==> src/rtl/pipeline_pkg.sv <==
// rtl/pipeline_pkg.sv - shared types and constants for the memory port arbiter
package pipeline_pkg;

  localparam int         XLEN   = 32;
  localparam logic [3:0] BE_ALL = 4'hF;

  typedef enum logic [1:0] {
    IDLE   = 2'd0,
    BUSY_I = 2'd1,
    BUSY_D = 2'd2
  } arb_state_t;

endpackage

==> src/rtl/mem_arb_pick.sv <==
// rtl/mem_arb_pick.sv - combinational winner selection between fetch and data requests
module mem_arb_pick #(
  parameter int STARVE_LIMIT = 2,
  parameter int CNT_W        = $clog2(STARVE_LIMIT + 1)
) (
  input  logic             if_req,
  input  logic             d_req,
  input  logic             halt,
  input  logic [CNT_W-1:0] starve_cnt,
  output logic             pick_i,
  output logic             pick_d
);

  localparam logic [CNT_W-1:0] LIMIT = CNT_W'(STARVE_LIMIT);

  // Data normally wins; a waiting fetch takes over once the data side has used its quota.
  assign pick_d = !halt && d_req && (!if_req || (starve_cnt < LIMIT));
  assign pick_i = !halt && if_req && !pick_d;

endmodule

==> src/rtl/mem_port_arbiter.sv <==
// rtl/mem_port_arbiter.sv - shares one memory port between instruction fetch and load/store
module mem_port_arbiter
  import pipeline_pkg::*;
#(
  parameter int STARVE_LIMIT = 2
) (
  input  logic            clock,
  input  logic            reset,
  input  logic            halt,
  input  logic            if_req,
  input  logic [XLEN-1:0] if_addr,
  output logic            if_gnt,
  output logic            if_rvalid,
  output logic [XLEN-1:0] if_rdata,
  output logic            stall_fetch,
  input  logic            d_req,
  input  logic            d_we,
  input  logic [XLEN-1:0] d_addr,
  input  logic [XLEN-1:0] d_wdata,
  input  logic [3:0]      d_be,
  output logic            d_gnt,
  output logic            d_rvalid,
  output logic [XLEN-1:0] d_rdata,
  output logic            mem_req,
  output logic            mem_we,
  output logic [XLEN-1:0] mem_addr,
  output logic [XLEN-1:0] mem_wdata,
  output logic [3:0]      mem_be,
  input  logic            mem_ready,
  input  logic [XLEN-1:0] mem_rdata
);

  localparam int               CNT_W     = $clog2(STARVE_LIMIT + 1);
  localparam logic [CNT_W-1:0] CNT_LIMIT = CNT_W'(STARVE_LIMIT);

  arb_state_t       state;
  logic [CNT_W-1:0] starve_cnt;
  logic             pick_i;
  logic             pick_d;

  mem_arb_pick #(
    .STARVE_LIMIT (STARVE_LIMIT),
    .CNT_W        (CNT_W)
  ) u_pick (
    .if_req     (if_req),
    .d_req      (d_req),
    .halt       (halt),
    .starve_cnt (starve_cnt),
    .pick_i     (pick_i),
    .pick_d     (pick_d)
  );

  assign if_gnt      = (state == IDLE) && pick_i;
  assign d_gnt       = (state == IDLE) && pick_d;
  assign stall_fetch = if_req && !if_gnt;

  always_ff @(posedge clock or negedge reset) begin
    if (!reset) begin
      state     <= IDLE;
      mem_req   <= 1'b0;
      mem_we    <= 1'b0;
      mem_addr  <= '0;
      mem_wdata <= '0;
      mem_be    <= '0;
      if_rvalid <= 1'b0;
      if_rdata  <= '0;
      d_rvalid  <= 1'b0;
      d_rdata   <= '0;
    end else begin
      if_rvalid <= 1'b0;
      d_rvalid  <= 1'b0;
      case (state)
        IDLE: begin
          if (d_gnt) begin
            state     <= BUSY_D;
            mem_req   <= 1'b1;
            mem_we    <= d_we;
            mem_addr  <= d_addr;
            mem_wdata <= d_wdata;
            mem_be    <= d_be;
          end else if (if_gnt) begin
            state     <= BUSY_I;
            mem_req   <= 1'b1;
            mem_we    <= 1'b0;
            mem_addr  <= if_addr;
            mem_wdata <= '0;
            mem_be    <= BE_ALL;
          end
        end
        BUSY_I: begin
          if (mem_ready) begin
            state     <= IDLE;
            mem_req   <= 1'b0;
            if_rdata  <= mem_rdata;
            if_rvalid <= 1'b1;
          end
        end
        BUSY_D: begin
          if (mem_ready) begin
            state    <= IDLE;
            mem_req  <= 1'b0;
            d_rdata  <= mem_rdata;
            d_rvalid <= 1'b1;
          end
        end
        default: state <= IDLE;
      endcase
    end
  end

  // Counts data grants that overtook a waiting fetch; saturates at the limit.
  always_ff @(posedge clock or negedge reset) begin
    if (!reset) begin
      starve_cnt <= '0;
    end else if (if_gnt) begin
      starve_cnt <= '0;
    end else if (d_gnt && if_req && (starve_cnt != CNT_LIMIT)) begin
      starve_cnt <= starve_cnt + 1'b1;
    end
  end

endmodule
==> config.mk <==
export PLATFORM = sky130hd
export DESIGN_NAME = mem_port_arbiter
export DESIGN_NICKNAME = d
export VERILOG_FILES = /design/src/rtl/pipeline_pkg.sv /design/src/rtl/mem_arb_pick.sv /design/src/rtl/mem_port_arbiter.sv
export SDC_FILE = /design/constraint.sdc
export NUM_CORES = 1
export LEC_CHECK = 0
export CAP_MARGIN = 40
export CORE_MARGIN = 4
export CORE_UTILIZATION = 44
export DETAILED_ROUTE_END_ITERATION = 10
export PLACE_DENSITY = 0.89
export SLEW_MARGIN = 10
export SYNTH_ARGS = -nofsm -noshare
export SYNTH_HDL_FRONTEND = slang
export SYNTH_SLANG_ARGS = --single-unit
==> constraint.sdc <==
create_clock -name clock -period 2.6 [get_ports clock]
set_input_delay 0.39 -clock clock [delete_from_list [all_inputs] [get_ports clock]]
set_output_delay 0.39 -clock clock [all_outputs]
set_load 0.05 [all_outputs]
==> impl_metrics.json, run 1 <==
{
  "synthesis.area_sq_um": 5610,
  "drive_gt1_frac": 0.161,
  "synth_warnings": 0,
  "antenna_cells": 0,
  "hold_viol_final": 0,
  "dp_hpwl_mm": 12.4,
  "final_cell_area_sq_um": 9200,
  "port_buffers": 277,
  "power_frac_seq": 0.269,
  "placedCellCount": 832,
  "regToRegEndpoint": "mem_wdata[30]",
  "ys_top_cells_by_count": "dfrtp_1 (140), o21ai_0 (65), mux2_2 (64), a22o_1 (33), mux2i_1 (32)",
  "pwr_density_cell_nw_per_um2": 1540,
  "antenna_found_initial": 0,
  "reg2reg_slack_ns": 0.50,
  "die-area_sq_um": 14600,
  "vias": 4492,
  "end_kind": "output port",
  "critPathRequiredTime_ns": 2.21,
  "tightestPinTransition_ns": 0.637,
  "hold_class": "register to register",
  "pin_count": 278,
  "synth_top_area_cell": "dfrtp_1",
  "final_util": 0.751,
  "cap_violations": 0,
  "cts_sinks": 140,
  "drc": 0,
  "rr_startpoint": "state[0]",
  "hold_path_end": "mem_be[2]",
  "postSynthAreaPerCell_sq_um": 13.9,
  "overflow": 0,
  "synthTopCellsByArea": "dfrtp_1 (62%), mux2_2 (13%), o21ai_0 (5.8%), mux2i_1 (5.7%), a22o_1 (5.2%)",
  "ys_seq_elements": 140,
  "status": "finished clean",
  "synthesis.nets": 547,
  "synthCells": 403,
  "die_h_um": 121,
  "routed_wl_mm": 16.8,
  "cp_max_fo": 34,
  "stdcell_count": 865,
  "switchingPower_mw": 6.61,
  "track_usage": 0.232,
  "comb_power_share": 0.553,
  "power_mw": 14.2,
  "finalNetCount": 828,
  "p_clk_frac": 0.178,
  "grt_pass1_wl_mm": 26.3,
  "cts_root_buffer": "clkbuf_16",
  "routabilityCongestion": 0.779,
  "grt_pass1_vias": 4993,
  "post_dp_cell_area_sq_um": 8570,
  "drt-initial-drc-count": 315,
  "viasPerCell": 5.19,
  "clock_latency_ns": 0.41,
  "synth_edf_count": 0,
  "core_area_sq_um": 12300,
  "fin_crit_sh": 0.941,
  "post_drt_wl_per_cell_um": 19.5,
  "antenna_left": 0,
  "firstDrtPassIters": 6,
  "start_util": 0.457,
  "yosysSeqAreaShare": 0.625,
  "switching_share": 0.467,
  "cts_buffers": 17,
  "hold_path_startpoint": "mem_be[2]",
  "reg2reg_depth": 6,
  "ir_worst_vdd_mv": 0.924,
  "htreeDepth": 4,
  "synth.top_cell.area_share": 0.625,
  "hold_slack_ns": 0.501,
  "finalMaxSlewViolations": 0,
  "max_freq_mhz": 409,
  "critPathKind": "register to output port",
  "grt_setup_unrepaired": "no",
  "startpoint_type": "register",
  "p_int_mw": 7.55,
  "grt_max_degree": 70,
  "clockBufferDepth": 2,
  "cts_tree": "done",
  "row_count": 40,
  "place_ws_ns": 0.343,
  "p_leak_nw": 4.02,
  "setup_viol": 0,
  "worstPathArrival_ns": 2.06,
  "period_minus_slack_ns": 2.45,
  "synth_ff_type": "dfrtp_1",
  "fin_ws_ns": 0.152,
  "synth_most_common_cell": "dfrtp_1",
  "tns_ns": 0,
  "syn_to_final_growth_pct": 64.1,
  "clock_skew_ns": 0.00746,
  "die_x_um": 121,
  "whs_path_depth": 1,
  "slew_headroom": 0.575,
  "async_reset_ff_frac": 1.00,
  "clk_pin_slew_worst_paths_ns": 0.06,
  "synth_cell_types": 31
}
per-layer routing:
| metal | global-route usage | part of all wire |
|---|---|---|
| met2 | 0.405 | 0.52 |
| met4 | 0.0800 | 0.016 |
| met5 | 0 | 0 |
| met3 | 0.0807 | 0.095 |
| met1 | 0.263 | 0.37 |
registers in the layout, indices dropped and copies added (netlist names):
name,flops
d_rdata,32
if_rdata,32
mem_addr,32
mem_wdata,32
mem_be,4
starve_cnt,2
state,2
d_rvalid,1
if_rvalid,1
mem_req,1
mem_we,1
worst max-delay path by stage:
| stage | start | slack [ns] | to | cells past startpoint |
|---|---|---|---|---|
| 2_1_floorplan | state[0] | 0.22 | stall_fetch | 5 |
| 3_3_place_gp | if_req | 0.33 | mem_addr[13] | 4 |
| 3_5_place_dp | d_req | 0.34 | d_gnt | 5 |
| 4_1_cts | state[0] | 0.11 | d_gnt | 6 |
| 5_1_grt | state[1] | 0.01 | d_gnt | 6 |
| 6_report | state[0] | 0.15 | d_gnt | 6 |
worst max-delay path, cell delays in order (launching register included):
cell,delay [ns]
dfrtp_1,0.41
inv_1,0.12
ha_1,0.27
nand2b_1,0.11
or2_1,0.34
clkinv_8,0.17
buf_4,0.22
layout by cell type (no fill, tap or decap), types with 4 or more instances in the layout:
cell type	n
clkdlybuf4s50_1	273
clkbuf_16	17
mux2i_1	32
a22o_1	33
inv_1	6
mux2_2	64
clkinv_4	5
o22a_1	4
ha_1	5
buf_4	10
nor2_1	5
inv_6	4
o21ai_0	65
dfrtp_1	140
kinds of logic (layout without fill, tap and decap cells):
family	count (synthesis)	in the layout	synth area share
flops	140	140	0.625
simple gates	16	16	0.0150
mux	96	96	0.186
buf+inv	34	328	0.0344
compound gates	112	112	0.129
fa+ha+maj	5	5	0.0112
timing repair:
action,in CTS,in global routing
gates resized for setup,0,0
hold buffers,1,0
setup endpoints to repair,0,0
hold endpoints to repair,52,0
setup buffers,0,0
power groups by stage:
stage / clock, mW / combinational (mW) / sequential, mW
finish: 2.52 / 7.83 / 3.81
global route: 2.67 / 8.15 / 3.93
CTS: 2.57 / 7.90 / 3.81
detailed placement: 0 / 7.87 / 3.81
global placement: 0 / 7.67 / 3.74
floorplan: 0 / 1.43 / 7.32
cell type report:
type                            instances  area, sq um
Sequential cell                       140         3500
Timing Repair Buffer                  289         2920
Inverter                                7         38.8
Multi-Input combinational cell        229         1910
Fill cell                             766         3060
Clock inverter                         13          180
Tap cell                              168          210
Clock buffer                           19          443
Note: power is estimated with default switching activity, not from simulation.
==> run 2: changes to the inputs <==
--- a/config.mk
+++ b/config.mk
@@ -5,7 +5,7 @@
 export SDC_FILE = /design/constraint.sdc
 export NUM_CORES = 1
 export LEC_CHECK = 0
-export CAP_MARGIN = 40
+export CAP_MARGIN = 15
 export CORE_MARGIN = 4
 export CORE_UTILIZATION = 44
 export DETAILED_ROUTE_END_ITERATION = 10
==> run 2 against run 1 <==
Net effect:
- design area is 1.1% lower
- maximum frequency is 0.90% lower
- largest cell class unchanged
- hold slack worse by 0.0055 ns
- worst setup slack worse by 0.022 ns
- utilization is 0.80 points lower
- critical endpoint unchanged
- power is 2.0% lower
- die area stayed put
- register-to-register slack worse by 0.14 ns
==> impl_metrics.json, run 2 (synthesis results as in run 1) <==
{
  "cts_resized": 0,
  "core_area_sq_um": 12300,
  "clock_skew_ns": 0.00963,
  "overflow": 0,
  "grt_pass1_wl_mm": 25.9,
  "track_usage": 0.228,
  "port_buffers": 277,
  "row_count": 40,
  "die_x_um": 121,
  "finalMaxSlewViolations": 0,
  "p_leak_nw": 3.97,
  "fin_ws_ns": 0.130,
  "cts_sinks": 140,
  "end_kind": "output port",
  "cts_tree": "done",
  "clockBufferDepth": 2,
  "drt-initial-drc-count": 272,
  "vias": 4544,
  "max_freq_mhz": 405,
  "period_minus_slack_ns": 2.47,
  "htreeDepth": 4,
  "routed_wl_mm": 16.9,
  "finalNetCount": 827,
  "die-area_sq_um": 14600,
  "stdcell_count": 864,
  "tightestPinTransition_ns": 1.11,
  "place_ws_ns": 0.177,
  "power_frac_seq": 0.275,
  "firstDrtPassIters": 4,
  "grt_max_degree": 70,
  "dp_hpwl_mm": 12.4,
  "status": "finished clean",
  "p_int_mw": 7.22,
  "hold_viol_final": 0,
  "cp_max_fo": 34,
  "ir_worst_vdd_mv": 0.996,
  "post_drt_wl_per_cell_um": 19.5,
  "fin_crit_sh": 0.950,
  "startpoint_type": "register",
  "grt_setup_unrepaired": "no",
  "comb_power_share": 0.562,
  "setup_viol": 0,
  "p_clk_frac": 0.163,
  "die_h_um": 121,
  "switchingPower_mw": 6.66,
  "antenna_cells": 0,
  "tns_ns": 0,
  "pin_count": 278,
  "critPathRequiredTime_ns": 2.21,
  "layout_commonest_cell": "clkdlybuf4s50_1",
  "cap_violations": 0,
  "post_dp_cell_area_sq_um": 8540,
  "hold_class": "register to register",
  "critPathKind": "register to output port",
  "start_util": 0.457,
  "antenna_found_initial": 0,
  "final_cell_area_sq_um": 9110,
  "grt_pass1_vias": 4851,
  "drc": 0,
  "antenna_left": 0,
  "syn_to_final_growth_pct": 62.4,
  "cts_root_buffer": "clkbuf_16",
  "routabilityCongestion": 0.779,
  "worstPathArrival_ns": 2.08,
  "viasPerCell": 5.26,
  "placedCellCount": 831,
  "power_mw": 13.9,
  "most-common-layout-cells": "clkdlybuf4s50_1 (273), dfrtp_1 (140), o21ai_0 (65)",
  "clock_latency_ns": 0.41,
  "clk_pin_slew_worst_paths_ns": 0.06,
  "cts_buffers": 17,
  "switching_share": 0.480,
  "reg2reg_slack_ns": 0.36,
  "pwr_density_cell_nw_per_um2": 1520,
  "drive_gt1_frac": 0.161,
  "slew_headroom": 0.259
}
-- run 2: cell count changes in the layout (fill, tap and decap cells not counted), sizes merged --
cell,before,now
buf,15,14
bufinv,3,0
clkbuf,19,17
clkinv,6,3
clkinvlp,0,3
inv,11,16
-- run 2: final timing paths --
path                                 from       endpoint  depth (start not counted)
worst max-delay path             state[0]          d_gnt                          6
worst min-delay path            mem_be[3]      mem_be[3]                          1
worst max register to register   state[0]   mem_addr[22]                          5
worst min register to register  mem_be[3]      mem_be[3]                          1
max in group asynchronous           reset  mem_wdata[21]                          3
min in group asynchronous           reset    d_rdata[23]                          2
-- run 2: worst max-delay path, cell delays in order, from the launching register on --
cell and delay, ns:
dfrtp_1 0.40, inv_1 0.12, ha_1 0.28, nand2b_1 0.13, or2_1 0.34, clkinv_8 0.16
buf_4 0.22
-- run 2: timing repair --
action                     in CTS  in global routing
hold endpoints to repair       52                  0
setup buffers                   0                  0
hold buffers                    1                  0
setup endpoints to repair       0                  0
-- run 2: layout make-up --
| cell class | count | area [sq um] |
|---|---|---|
| multi-input combinational | 229 | 1910 |
| tap | 168 | 210 |
| clock inverter | 15 | 128 |
| inverter | 7 | 38.8 |
| timing repair buffer | 288 | 2890 |
| sequential | 140 | 3500 |
| clock buffer | 17 | 425 |
| fill | 804 | 3160 |
-- run 2: through the flow --
step / hold slack [ns] / util
after floorplan: 0.0944 / -
after global placement: 0.369 / 0.697
after detailed placement: 0.380 / 0.697
after CTS: 0.500 / 0.743
after global routing: 0.512 / 0.743
final: 0.496 / 0.743
-- run 2: metal layers --
layer,vias up,track usage,routed length (um),part of all wire
met5,-,0,0,0
met4,0,0.0793,321,0.019
met3,24,0.0807,1630,0.096
met2,251,0.397,8590,0.51
met1,2235,0.259,6340,0.38
li1,2034,-,-,-
-- run 2: power groups by stage --
stage	Combinational [mW]	Sequential [mW]	Clock, mW
after floorplan	1.43	7.32	0
after global placement	7.67	3.74	0
after detailed placement	7.84	3.81	0
after CTS	7.86	3.81	2.31
after global routing	8.11	3.92	2.41
final	7.81	3.81	2.26
==> run 3: changes to the inputs <==
--- a/config.mk
+++ b/config.mk
@@ -7,9 +7,11 @@
 export LEC_CHECK = 0
 export CAP_MARGIN = 15
 export CORE_MARGIN = 4
-export CORE_UTILIZATION = 44
+export CORE_UTILIZATION = 45
 export DETAILED_ROUTE_END_ITERATION = 10
-export PLACE_DENSITY = 0.89
+export DONT_BUFFER_PORTS = 1
+export PLACE_DENSITY = 0.62
+export REMOVE_ABC_BUFFERS = 1
 export SLEW_MARGIN = 10
 export SYNTH_ARGS = -nofsm -noshare
 export SYNTH_HDL_FRONTEND = slang
==> run 3 against run 2 <==
Net effect:
- maximum frequency grew 6.1%
- register-to-register slack gained 0.31 ns
- clock skew shrank 0.0029 ns
- hold slack lost 0.81 ns
- the run now ends with hold timing left
- critical path depth shrank 1
- wire length shrank 23%
- die area shrank 2.1%
- critical endpoint unchanged
- design area shrank 31%
- via count shrank 28%
- worst setup slack gained 0.14 ns
==> impl_metrics.json, run 3 (synthesis results as in run 1) <==
{
  "status": "finished with violations",
  "violations": "hold timing",
  "slowest_stage": "dfrtp_1",
  "htreeDepth": 4,
  "final_cell_area_sq_um": 6300,
  "antenna_left": 0,
  "firstDrtPassIters": 4,
  "die_h_um": 120,
  "routed_wl_mm": 12.9,
  "die-area_sq_um": 14300,
  "cap_violations": 0,
  "most-common-layout-cells": "dfrtp_1 (140), o21ai_0 (65), mux2_2 (64)",
  "critPathRequiredTime_ns": 2.21,
  "cpPeakStageDelay_ns": 0.40,
  "die_x_um": 120,
  "grt_setup_unrepaired": "no",
  "clockBufferDepth": 2,
  "antenna_found_initial": 0,
  "setup_viol": 0,
  "cp_num_cells": 5,
  "clock_skew_ns": 0.00672,
  "hold_slack_ns": -0.318,
  "cp_max_fo": 34,
  "port_buffers": 0,
  "period_minus_slack_ns": 2.33,
  "syn_to_final_growth_pct": 12.3,
  "pin_count": 278,
  "row_count": 40,
  "clock_latency_ns": 0.40,
  "hold_class": "primary input to async pin",
  "cts_buffers": 17,
  "grt_pass1_vias": 3498,
  "hold_viol_final": 140,
  "layout_commonest_cell": "dfrtp_1",
  "start_util": 0.463,
  "critPathKind": "register to output port",
  "startpoint_type": "register",
  "track_usage": 0.181,
  "core_area_sq_um": 12100,
  "tns_ns": 0,
  "vias": 3272,
  "drive_gt1_frac": 0.255,
  "tightestPinTransition_ns": 0.640,
  "placedCellCount": 551,
  "drc": 0,
  "clk_pin_slew_worst_paths_ns": 0.06,
  "drt-initial-drc-count": 228,
  "antenna_cells": 0,
  "path_delay_family": "simple AND/OR/NAND/NOR gates",
  "crit_chain": "inv_1 > ha_1 > nand2b_2 > or2_4 > clkinv_8",
  "slew_headroom": 0.573,
  "cts_tree": "done",
  "cts_sinks": 140,
  "cts_root_buffer": "clkbuf_16",
  "post_drt_wl_per_cell_um": 22.2,
  "grt_pass1_wl_mm": 19.9,
  "grt_max_degree": 141,
  "reg2reg_depth": 5,
  "dp_hpwl_mm": 9.16,
  "worstPathArrival_ns": 1.94,
  "max_freq_mhz": 429,
  "finalNetCount": 546,
  "routabilityCongestion": 0.756,
  "finalMaxSlewViolations": 0,
  "reg2reg_slack_ns": 0.67,
  "path_buf_inv": 2,
  "stdcell_count": 583,
  "overflow": 0,
  "viasPerCell": 5.61,
  "end_kind": "output port",
  "post_dp_cell_area_sq_um": 5720,
  "fin_crit_sh": 0.896
}
[run 3: routing by layer]
metal / vias to the layer above / routed length [um] / track usage
met5: - / 0 / 0
met4: 0 / 215 / 0.0623
met3: 18 / 1410 / 0.0928
met2: 169 / 6460 / 0.290
met1: 1629 / 4850 / 0.210
li1: 1456 / - / -
[run 3: worst register-to-register path, stage by stage, from the launching register on]
cell	delay, ns
dfrtp_1	0.38
inv_1	0.09
ha_1	0.26
nand2b_2	0.23
or2_4	0.58
o21ai_0	0.23
[run 3: layout make-up]
cell class / count / area [sq um]
clock buffers: 18 / 429
clock inverters: 14 / 144
fillers: 1059 / 5810
inverters: 7 / 38.8
multi-input cells: 229 / 1920
flip-flops and latches: 140 / 3500
well taps: 168 / 210
repair buffers: 7 / 52.6
[run 3: path summary, 6_finish.rpt]
check | start | end
max in group asynchronous | reset | d_rdata[3]
worst max register to register | state[0] | mem_addr[2]
worst max-delay path | state[0] | d_gnt
worst min-delay path | reset | mem_addr[4]
min in group clock | d_wdata[17] | mem_wdata[17]
worst min register to register | starve_cnt[0] | starve_cnt[0]
[run 3: what timing repair did]
action | 4_1_cts | 5_1_grt
endpoints found under the setup margin | 1 | 41
resized for setup | 1 | 2
buffers inserted | 0 | 0
hold endpoints to repair | 140 | 140
[run 3: per-stage QoR]
stage / setup WS, ns / util
after CTS: 0.132 / 0.520
after floorplan: 0.170 / -
after global placement: 0.353 / 0.472
final: 0.271 / 0.520
after detailed placement: 0.179 / 0.472
after global routing: 0.121 / 0.520
Power of run 3 is not shown: default switching activity piles up to over one toggle a cycle in this logic, so the estimate is an artifact.
